`config.mk`:
```
export PLATFORM = sky130hd
export DESIGN_NAME = pc_sequencer
export DESIGN_NICKNAME = d
export VERILOG_FILES = /design/src/rtl/pc_sequencer.sv
export SDC_FILE = /design/constraint.sdc
export NUM_CORES = 1
export LEC_CHECK = 0
export BUFFER_PORTS_ARGS = -buffer_cell sky130_fd_sc_hd__clkbuf_2
export CAP_MARGIN = 20
export CORE_MARGIN = 1
export CORE_UTILIZATION = 42
export CTS_BUF_LIST = sky130_fd_sc_hd__clkbuf_4 sky130_fd_sc_hd__clkbuf_8 sky130_fd_sc_hd__clkbuf_16
export DETAILED_ROUTE_END_ITERATION = 6
export GPL_TIMING_DRIVEN = 0
export PLACE_DENSITY = 0.69
export RECOVER_POWER = 50
export SKIP_LAST_GASP = 1
export SLEW_MARGIN = 20
export SYNTH_ARGS = -nofsm -noshare
export SYNTH_HDL_FRONTEND = slang
export SYNTH_SLANG_ARGS = --single-unit
```
`constraint.sdc`:
```
create_clock -name clk -period 2.5 [get_ports clk]
set_input_delay 0.5 -clock clk [delete_from_list [all_inputs] [get_ports clk]]
set_output_delay 0.5 -clock clk [all_outputs]
set_load 0.02 [all_outputs]
```
`src/rtl/pc_sequencer.sv`:
```
// Program-counter sequencer: holds the fetch PC, drives the imem req/ack handshake, applies JAL/branch/JALR redirects.
// Optional misaligned-target trap is built when PC_SEQ_MISALIGN_TRAP_EN is defined.
module pc_sequencer #(
  parameter logic [31:0] RESET_PC = 32'h0000_0000,
  parameter logic [31:0] TRAP_PC  = 32'h0000_0100
) (
  input  logic        clk,
  input  logic        rst_n,
  input  logic        stall,
  output logic        imem_req,
  output logic [31:0] imem_addr,
  input  logic        imem_ack,
  input  logic        redir_valid,
  input  logic [1:0]  redir_type,
  input  logic [31:0] redir_base,
  input  logic [19:0] redir_imm,
  output logic [31:0] pc_out,
  output logic [31:0] pc_plus4,
  output logic        flush,
  output logic        misalign
);

`ifdef PC_SEQ_MISALIGN_TRAP_EN
  typedef enum logic [1:0] {
    RESET_HOLD = 2'd0,
    FETCH      = 2'd1,
    TRAP       = 2'd2
  } state_e;
`else
  typedef enum logic [0:0] {
    RESET_HOLD = 1'b0,
    FETCH      = 1'b1
  } state_e;
`endif

  state_e      state_q, state_d;
  logic [31:0] pc_q, pc_d;
  logic [31:0] pc_out_q, pc_out_d;
  logic [31:0] pc_plus4_q, pc_plus4_d;

  logic [31:0] jal_off;
  logic [31:0] br_off;
  logic [31:0] i_off;
  logic [31:0] target;
  logic        redir_accept;
  logic        imem_req_c;
  logic        flush_c;
  logic        misalign_c;

`ifndef PC_SEQ_MISALIGN_TRAP_EN
  logic unused_trap_pc;
  assign unused_trap_pc = ^TRAP_PC;
`endif

  always_comb begin
    jal_off = {{11{redir_imm[19]}}, redir_imm, 1'b0};
    br_off  = {{19{redir_imm[11]}}, redir_imm[11:0], 1'b0};
    i_off   = {{20{redir_imm[11]}}, redir_imm[11:0]};
    case (redir_type)
      2'b01:   target = redir_base + jal_off;
      2'b10:   target = redir_base + br_off;
      2'b11:   target = (redir_base + i_off) & ~32'h1;
      default: target = redir_base;
    endcase
  end

  assign redir_accept = (state_q == FETCH) && redir_valid && (redir_type != 2'b00);

  always_comb begin
    state_d    = state_q;
    pc_d       = pc_q;
    pc_out_d   = pc_out_q;
    pc_plus4_d = pc_plus4_q;
    imem_req_c = 1'b0;
    flush_c    = 1'b0;
    misalign_c = 1'b0;
    case (state_q)
      RESET_HOLD: state_d = FETCH;
      FETCH: begin
        imem_req_c = !stall;
        if (imem_ack && !stall) begin
          pc_out_d   = pc_q;
          pc_plus4_d = pc_q + 32'd4;
          pc_d       = pc_q + 32'd4;
        end
        // A redirect overrides the increment; the acked address is still captured in pc_out.
        if (redir_accept) begin
          flush_c = 1'b1;
`ifdef PC_SEQ_MISALIGN_TRAP_EN
          if (target[1:0] != 2'b00) begin
            misalign_c = 1'b1;
            pc_d       = TRAP_PC;
            state_d    = TRAP;
          end else begin
            pc_d = target;
          end
`else
          pc_d = {target[31:2], 2'b00};
`endif
        end
      end
`ifdef PC_SEQ_MISALIGN_TRAP_EN
      TRAP: begin
        pc_d    = TRAP_PC;
        state_d = FETCH;
      end
`endif
      default: state_d = RESET_HOLD;
    endcase
  end

  always_ff @(posedge clk or negedge rst_n) begin
    if (!rst_n) begin
      state_q    <= RESET_HOLD;
      pc_q       <= RESET_PC;
      pc_out_q   <= RESET_PC;
      pc_plus4_q <= RESET_PC + 32'd4;
    end else begin
      state_q    <= state_d;
      pc_q       <= pc_d;
      pc_out_q   <= pc_out_d;
      pc_plus4_q <= pc_plus4_d;
    end
  end

  assign imem_req  = imem_req_c;
  assign imem_addr = pc_q;
  assign pc_out    = pc_out_q;
  assign pc_plus4  = pc_plus4_q;
  assign flush     = flush_c;
  assign misalign  = misalign_c;

endmodule

```
==> results.md <==
- Vias in the first global route: 6789
- Global placement routability congestion: 0.873
- Worst Tran Pin Value: 2190 ps
- Antenna-violating nets left: 0
- Crit path buffers/inverters: 5
- Largest fanout on the critical path: 8
- Static power due to leakage: 4.50 nW
- Switching portion of total power: 41.9%
- Source of the worst hold timing path: pc_out[11]
- CTS Buffer Depth: 2
- Headroom to the max-slew limit: -45.8%
- WP data arrival: 3180 ps
- Max VDD drop: 0.000576 V
- Top flip-flop cell by instance count after synthesis: sky130_fd_sc_hd__dfrtp_1
- Layout cells sized above 1: 27.7%
- Total standard cell area after synthesis: 7490 um2
- Library cell used as clock root buffer: sky130_fd_sc_hd__clkbuf_16
- Netlist cell types: 61
- Xor and xnor fraction of the mapped netlist area: 13.0%
- Clk Latency, worst-skew pair: 340 ps
- Violations in the final reports: max-capacitance violations, max-slew violations, negative setup slack
- Total negative slack for setup checks: -3960 ps
- Worst Setup Slack, final: -419 ps
- Final critical-path share of the clock period: 117%
- Standard cell core area: 17400 um2
- Via Count: 7375
- Initial detailed-routing violation count: 435
- Final number of setup-violating endpoints: 15
- Kind of capture point of the worst setup path: flip-flop
- Tightest Hold Check Type: reg -> reg
- Net Sw Power: 2.84 mW
- Startpoint of the lowest-slack register-to-register path: imem_addr[12]
- Dominant delay contributor by cell family on the critical path: compound AO/OA/AOI/OAI gates
- Number of hold violations in the final report: 0
- Final wirelength: 22.2 mm
- Initial antenna violation count: 0
- Share of total power in combinational logic: 47.1%
- GRT Max-Usage Layer: met2
- Final number of max-transition violations: 92
- Share of synthesized area occupied by flip-flops and latches: 30.4%
- Synth Area in Compound Gates: 21.8%
- Antenna cells: 0
- Worst r2r dst: imem_addr[31]
- Adder and majority gate portion of the synthesized area: 10.8%
- Hold Path Stages: 2
- Achievable clock frequency: 343 MHz
- Pin count of the biggest net entering global routing: 92
- Most frequent cells after synthesis: sky130_fd_sc_hd__nand2_1 (166), sky130_fd_sc_hd__dfrtp_1 (90), sky130_fd_sc_hd__xnor2_1 (71)
- Internal reg-to-reg setup slack: -60 ps
- Length of the first detailed-routing pass in iterations: 4
- Overall fraction of global-route tracks in use: 23.6%
- Met2 demand-to-capacity share in global routing: 39.7%
- Int Pwr: 3.93 mW
- Number of synthesized register bits: 91
- Share of async-settable or async-resettable flops after synthesis: 100%
- Mux contribution to synthesized area: 0.534%
- Number of inserted filler cells in the final layout: 1583
- Floorplan die area: 18400 um2
- Placed insts: 1298
- Power share of the sequential group: 33.1%
- Total number of yosys warnings: 0
- Buffers added on ports: 150
- Unrepaired setup endpoints after global routing: yes
- Data required time of the critical path: 2760 ps
- Number of cells on the critical path: 18
- Mapped Cells: 917
- Most repeated library cell on the critical path: sky130_fd_sc_hd__a21o_1
- Standard cell with the maximum stage delay on the critical path: sky130_fd_sc_hd__a221oi_2
- Dominant cell by count in the synthesized netlist: sky130_fd_sc_hd__nand2_1
- Final #Nets: 1250
- Clock tree from TritonCTS: yes
- Wire per inst: 16.4 um
- Start-to-end type of the worst setup path: in -> reg
- Synthesized area per cell: 8.17 um2
- Synth area leaders: sky130_fd_sc_hd__dfrtp_1 (30%), sky130_fd_sc_hd__ha_1 (11%), sky130_fd_sc_hd__nand2_1 (8.3%)
- Half-perimeter wire length after detailed placement: 16.6 mm
- Hold-critical path endpoint: pc_out[11]
- Die Y: 136 um
- Cell Chain, Critical Path: clkbuf_16 > inv_12 > ha_4 > nand2_8 > buf_6 > o21ai_4 > buf_12 > buf_6 > ha_4 > a21o_1 > a21o_1 > a21o_1 > o21bai_1 > a21o_1 > a221oi_2 > xnor2_1 > a21oi_1 > a22oi_1
- Run status: finished, violations left
- CTS sink count: 91
- Worst-case clock skew: 7.00 ps
- Relative area change from synthesis to final layout: 34.4%
- Sum of overflow across all layers after global routing: 0
- Final critical-path required period: 2920 ps
- Initial cell density of the core: 43.2%
- Number of hold-repair buffers added at the cts stage: 0
- Kind of start point of the critical path: input port
- Count of unresolved DRC violations after routing: 0
- GR Util met1: 31.8%
- Cts bufs inserted: 9
- Worst-case reg-to-reg path depth: 10
- Post-synth top area share: 30.1%
- Ports placed on the boundary: 158
- Via density: 5.43
- Global-route met3 utilization: 3.25%
- Die span in x: 136 um
- Area leader, netlist: sky130_fd_sc_hd__dfrtp_1
- Filler-free cell count of the finished design: 1357
- Power density over the cells: 672 nW/um2
- Delay of the slowest cell on the worst path: 270 ps
- Number of enable flip-flop cells after synthesis: 0
- First-pass GRT wire length: 34.4 mm
- Clock group share of total power: 19.8%
- H-Tree Depth: 3
- Dominant combinational cell family by area after synthesis: compound AO/OA/AOI/OAI gates
- Count of max-cap constraint violations: 1
- Simple-gate share of the synthesized area: 19.3%
- Clock edge transition at the registers on the reported setup and hold paths: 60 ps
- Number of placement rows: 48
==> power groups by stage <==
stage	clock, mW	combinational, mW	sequential (mW)
after floorplan	0	1.50	2.64
after global placement	0	2.80	2.24
after detailed placement	0	2.84	2.24
after CTS	1.35	3.01	2.22
after global routing	1.40	3.47	2.30
final	1.34	3.19	2.24
==> flip-flops by register name, indices dropped and copies added, names as in the netlist <==
register	flops
imem_addr	30
pc_plus4	30
state_q	1
pc_out	30
==> stage by stage <==
step           setup slack, ps  area [um2]  util (%)  hold slack (ps)  power, mW
6_report                  -419       10100      58.0              472       6.77
5_1_grt                   -521       10100      58.0              503       7.17
4_1_cts                   -397        9530      54.9              246       6.58
3_5_place_dp             -1090        8760      50.5              465       5.07
3_3_place_gp             -1070        8750      50.4              459       5.04
2_1_floorplan             -502        7720         -              204       4.14
==> cells by family after synthesis <==
family | count (synthesis)
DFF | 91
xor gates and xnor gates | 111
other | 2
muxes | 4
buffers and inverters | 75
and+or+nand+nor | 322
adders and majority gates | 64
AOI/OAI and AO/OA | 248
==> cell type report <==
class	count	area (um2)	share of cell area, %
clock inverter	3	20.0	0.199
sequential	91	2280	22.6
multi-input combinational	757	5720	56.8
buffer	43	195	1.94
inverter	24	103	1.02
tap	225	282	2.80
clock buffer	13	280	2.78
timing repair buffer	201	1190	11.8
==> placed cells by master (no fill, tap or decap), drive strengths merged, types with 40 or more instances in the layout <==
cell type  count
ha            63
buf           67
dfrtp         90
nand2        166
clkbuf       190
a21oi         61
xor2          40
o21ai         63
xnor2         71
nor2          47
==> how the worst max path moves through the flow <==
stage             startpoint             to  slack, ps
2_1_floorplan  redir_type[0]  imem_addr[31]       -500
3_3_place_gp   redir_imm[11]  imem_addr[31]      -1070
3_5_place_dp   redir_imm[11]  imem_addr[31]      -1090
4_1_cts        redir_type[0]  imem_addr[31]       -400
5_1_grt        redir_type[0]  imem_addr[25]       -520
6_report       redir_type[0]  imem_addr[29]       -420
==> worst min-delay path: stages (launching register included) <==
cell and delay, ps:
sky130_fd_sc_hd__dfrtp_1 340, sky130_fd_sc_hd__nand2_1 50, sky130_fd_sc_hd__nand2_1 50
==> repair_timing <==
| item | 4_1_cts | 5_1_grt |
|---|---|---|
| resized for setup | 67 | 80 |
| pin swaps | 37 | 48 |
| buffers inserted | 23 | 28 |
| setup endpoints to repair | 18 | 25 |
==> per-layer routing <==
layer | vias to the layer above | share of wire, %
met5 | - | 0
met4 | 0 | 1.4
met3 | 26 | 4.3
met2 | 218 | 49
met1 | 3447 | 46
li1 | 3684 | -
Power figures use the tool's default switching activity.
